**src/rtl/pipeline_pkg.sv**
```systemverilog
// pipeline_pkg: constants shared by the fetch queue, CU mux and pipeline registers
package pipeline_pkg;
    localparam logic [31:0] NOP_INSTR = 32'h0000_0000;
    localparam int PC_STEP_DEFAULT = 4;
endpackage

```
**src/rtl/instr_fifo.sv**
```systemverilog
// instr_fifo: circular entry store with head/tail pointers, occupancy count and flush
module instr_fifo #(
    parameter int W = 40,
    parameter int DEPTH = 4,
    localparam int AW = $clog2(DEPTH),
    localparam int CW = AW + 1
) (
    input  logic          Clk,
    input  logic          Clr,
    input  logic          flush,
    input  logic          push,
    input  logic          pop,
    input  logic [W-1:0]  wdata,
    output logic [W-1:0]  rdata,
    output logic [CW-1:0] count
);
    logic [W-1:0]  mem [DEPTH];
    logic [AW-1:0] head;
    logic [AW-1:0] tail;

    assign rdata = mem[head];

    // storage carries no reset; validity is tracked only by count
    always_ff @(posedge Clk) begin
        if (push) mem[tail] <= wdata;
    end

    // pointers wrap naturally at DEPTH; flush empties the queue like reset
    always_ff @(posedge Clk) begin
        if (!Clr || flush) begin
            head  <= '0;
            tail  <= '0;
            count <= '0;
        end else begin
            if (push) tail <= tail + AW'(1);
            if (pop) head <= head + AW'(1);
            count <= count + CW'(push) - CW'(pop);
        end
    end
endmodule

```
**src/rtl/fetch_queue.sv**
```systemverilog
// fetch_queue: PC register plus instruction prefetch queue feeding the IF/ID stage
module fetch_queue
    import pipeline_pkg::*;
#(
    parameter int ADDR_W = 8,
    parameter int INSTR_W = 32,
    parameter int DEPTH = 4,
    parameter int PC_STEP = PC_STEP_DEFAULT,
    parameter logic [ADDR_W-1:0] RESET_PC = '0,
    localparam int CW = $clog2(DEPTH) + 1
) (
    input  logic               Clk,
    input  logic               Clr,
    output logic [ADDR_W-1:0]  imem_addr,
    input  logic [INSTR_W-1:0] imem_data,
    input  logic               redirect,
    input  logic [ADDR_W-1:0]  redirect_pc,
    output logic               out_valid,
    input  logic               out_ready,
    output logic [INSTR_W-1:0] out_instr,
    output logic [ADDR_W-1:0]  out_next_pc,
    output logic [CW-1:0]      count
);
    localparam logic [ADDR_W-1:0] STEP = ADDR_W'(PC_STEP);

    logic [ADDR_W-1:0]         pc;
    logic                      push;
    logic                      pop;
    logic [INSTR_W+ADDR_W-1:0] head;

    assign imem_addr = pc;

    // redirect blocks both ends; a full queue still takes a push when it pops
    always_comb begin
        out_valid   = count != '0;
        pop         = out_valid && out_ready && !redirect;
        push        = !redirect && (count < CW'(DEPTH) || pop);
        out_instr   = out_valid ? head[INSTR_W+ADDR_W-1:ADDR_W] : INSTR_W'(NOP_INSTR);
        out_next_pc = out_valid ? head[ADDR_W-1:0] : '0;
    end

    // PC reloads on redirect, advances on each accepted fetch, else holds
    always_ff @(posedge Clk) begin
        if (!Clr) pc <= RESET_PC;
        else if (redirect) pc <= redirect_pc;
        else if (push) pc <= pc + STEP;
    end

    instr_fifo #(.W(INSTR_W + ADDR_W), .DEPTH(DEPTH)) u_fifo (
        .Clk   (Clk),
        .Clr   (Clr),
        .flush (redirect),
        .push  (push),
        .pop   (pop),
        .wdata ({imem_data, pc + STEP}),
        .rdata (head),
        .count (count)
    );
endmodule

```
**config.mk**
```make
export PLATFORM = sky130hd
export DESIGN_NAME = fetch_queue
export DESIGN_NICKNAME = d
export VERILOG_FILES = /design/src/rtl/pipeline_pkg.sv /design/src/rtl/instr_fifo.sv /design/src/rtl/fetch_queue.sv
export SDC_FILE = /design/constraint.sdc
export NUM_CORES = 1
export LEC_CHECK = 0
export ABC_AREA = 1
export CAP_MARGIN = 10
export CORE_UTILIZATION = 45
export CTS_CLUSTER_DIAMETER = 80
export DETAILED_ROUTE_END_ITERATION = 7
export PLACE_DENSITY = 0.67
export SLEW_MARGIN = 20
export SYNTH_ARGS = -nofsm -noshare
export SYNTH_HDL_FRONTEND = slang
export SYNTH_HIERARCHICAL = 1
export SYNTH_SLANG_ARGS = --single-unit
```
**constraint.sdc**
```tcl
create_clock -name Clk -period 2.9 [get_ports Clk]
set_clock_uncertainty 0.05 [all_clocks]
set_input_delay 0.435 -clock Clk [delete_from_list [all_inputs] [get_ports Clk]]
set_output_delay 0.435 -clock Clk [all_outputs]
set_load 0.05 [all_outputs]
```
==> qor.yml <==
floorplanning:
  die_area_sq_um: 16670
  dieWidth_um: 129.1
  rows: 46
  coreArea_sq_um: 15830
  die_y_um: 129.1
  initial_utilization_pct: 45.94
  ioPinCount: 96
finish:
  n_antenna_cell: 0
  syn_to_final_growth_pct: 30.65
  stdcell_count: 961
  drive_above_1_share_pct: 13.02
  fin_nets: 785
route:
  drtIter0Drc: 326
  detail-route-antenna-nets: 0
  dr_total_vias: 4692
  viasPerCell: 4.882
  avgRoutedWirePerCell_um: 14.31
  dr.pass1.iters: 7
  drc: 0
  finalWirelength_um: 13750
sta:
  hold_viol: 0
  rsz0062_at_grt: "false"
  holdWs_ns: 0.4554
  timing.final.max_slew_violations: 0
  slew-limit-headroom_pct: 65.87
  worst-slew-pin-transition_ns: 0.5103
  tns_ns: 0
  min_period_ns: 2.669
  fin_crit_sh_pct: 92.02
  setup_viol: 0
  max_freq_mhz: 374.7
clocking:
  htree_levels: 4
  path_clk_slew_ns: 0.06
  cts-buffers-inserted: 17
  clockBufferDepth: 2
  clock_latency_ns: 0.42
  cts_hold_buffers: 0
  cts_tree: "yes"
  post_cts_buffers: 0
  cts_sinks: 177
  cts_resized: 0
  cts_root_buf: "clkbuf_16"
min_path:
  min_to: "u_fifo/tail[0]"
  whs_path_depth: 2
  min_from: "u_fifo/tail[0]"
  hp-class: "reg -> reg"
synthesis:
  synth_top_area_cell: "edfxtp_1"
  async_reset_ff_share_pct: 0
  netlist_top_cells_count: "nor2_1, edfxtp_1, o21ai_0, inv_1, o21ai_1"
  synth_area_leaders: "edfxtp_1, nor2_1, o21ai_0, dfxtp_1, o21ai_1"
  synth_edf_count: 160
  ys_ff_latch: 177
  synth_warnings: 6
  yosys.cell_types.count: 29
  ys.flop_type: "edfxtp_1"
  yosysSeqAreaShare_pct: 70.76
  synthCells: 634
  synth_area_sq_um: 7271
  synth.avg_cell_area_sq_um: 11.47
  yosysMostFrequentCell: "nor2_1"
  synth_fp_nets: 686
  synth_top_area_share_pct: 66.08
global_routing:
  grt_usage_pct: 17.75
  top_usage_layer: "met2"
  antenna_found_initial: 0
  grt_max_degree: 82
  met3_usage_pct: 4.831
  grt_pass1_vias: 4431
  grt_use_met1_pct: 23.26
  use_met2_pct: 28.40
  grt_pass1_wl_um: 21920
  gr-total-overflow: 0
job:
  drv_cap: 0
place:
  portBuffers: 95
  place.gp.congestion: 0.7583
  place_hpwl_um: 8540
  dp.cells: 930
worst_setup_path:
  cp.buffers_inverters: 4
  critPathSlowestCell: "inv_2"
  r2r_cells: 10
  crit_type: "reg -> out"
  timing.rr.end: "u_fifo/count[1]"
  max_stage_delay_ns: 0.38
  cp_max_fo: 50
  critPathLaunchType: "register"
  cpMostUsedCell: "buf_12"
  r2r_setup_slack_ns: 0.69
  r2r_start: "u_fifo/count[2]"
  end_kind: "output pin"
  crit_chain: "inv_2, buf_12, o21ai_0, o21ai_1, inv_1, nor2_1, buf_12"
  cp.arrival_ns: 2.18
  critPathTopFamily: "buffers and inverters"
  required_ns: 2.41
power:
  ir_worst_vdd_v: 0.0004113
  total_power_mw: 5.860
  p_per_area_nw_per_um2: 616.9
  p_leak_nw: 3.567
status:
  status: "finished clean"
registers in the layout, summed over array words and instances, names as in the netlist, named ones only:
| signal | cells |
|---|---|
| imem_addr | 8 |
| u_fifo/count | 3 |
| u_fifo/head | 2 |
| u_fifo/mem | 160 |
| u_fifo/tail | 2 |
worst reg2reg max path: stages, from the launching register on:
cell and delay, ns:
dfxtp_1 0.45, inv_2 0.08, nand2_1 0.11, inv_2 0.04, nor3_1 0.29, ha_1 0.30
inv_1 0.06, ha_1 0.17, fa_1 0.42, inv_1 0.07, nor2_1 0.04
how the worst max path moves through the flow:
stage	endpoint	slack, ns	cells after the start
after global routing	out_instr[19]	0.02	7
final	out_instr[9]	0.23	7
after CTS	out_instr[9]	0.24	7
after global placement	u_fifo/count[2]	0.39	11
after floorplan	u_fifo/count[1]	0.25	10
after detailed placement	u_fifo/count[1]	0.28	9
report_power, final:
part | internal [mW] | switching [mW]
clock network | 1.35 | 0.903
registers | 2.87 | 0.0297
logic | 0.294 | 0.415
stage by stage:
step           util [%]  area, sq um  worst slack (ns)
6_report          60.02         9499            0.2313
5_1_grt           60.02         9499           0.02013
4_1_cts           60.02         9499            0.2351
3_5_place_dp      56.29         8910            0.2839
3_3_place_gp      56.29         8910            0.3931
2_1_floorplan         -         7271            0.2480
cell usage in the layout, fill, tap and decap left out, types with 2 or more instances in the layout:
cell	instances
a21boi_1	2
a21oi_1	7
a31oi_1	2
buf_12	48
buf_4	7
bufinv_16	3
clkbuf_16	17
clkdlybuf4s50_1	55
clkinv_1	4
clkinv_4	2
clkinvlp_4	2
dfxtp_1	16
edfxtp_1	160
ha_1	7
inv_1	58
inv_2	9
inv_6	3
nand2_1	32
nand3_1	4
nor2_1	169
nor3_1	3
o21ai_0	70
o21ai_1	53
xnor2_2	2
cell type report:
type | count | area [sq um]
timing repair buffer | 110 | 1564
clock inverter | 14 | 163.9
clock buffer | 17 | 425.4
tap | 216 | 270.3
fill | 1236 | 6329
sequential | 177 | 5146
multi-input combinational | 359 | 1672
inverter | 68 | 257.7
cells by family after synthesis:
kind of cell    count (synthesis)  synth area share, %
compound gates                138                9.757
xor+xnor                        3               0.5679
fa+ha+maj                       8                1.480
buf+inv                        98                6.247
flops                         177                70.76
simple gates                  210                11.19
per-layer routing:
metal | up-vias | share of wire, %
met3 | 18 | 5.3
met1 | 2194 | 46
li1 | 2344 | -
met4 | 0 | 1.7
met2 | 136 | 47
met5 | - | 0
No activity file was read; power rests on OpenSTA's default activity.
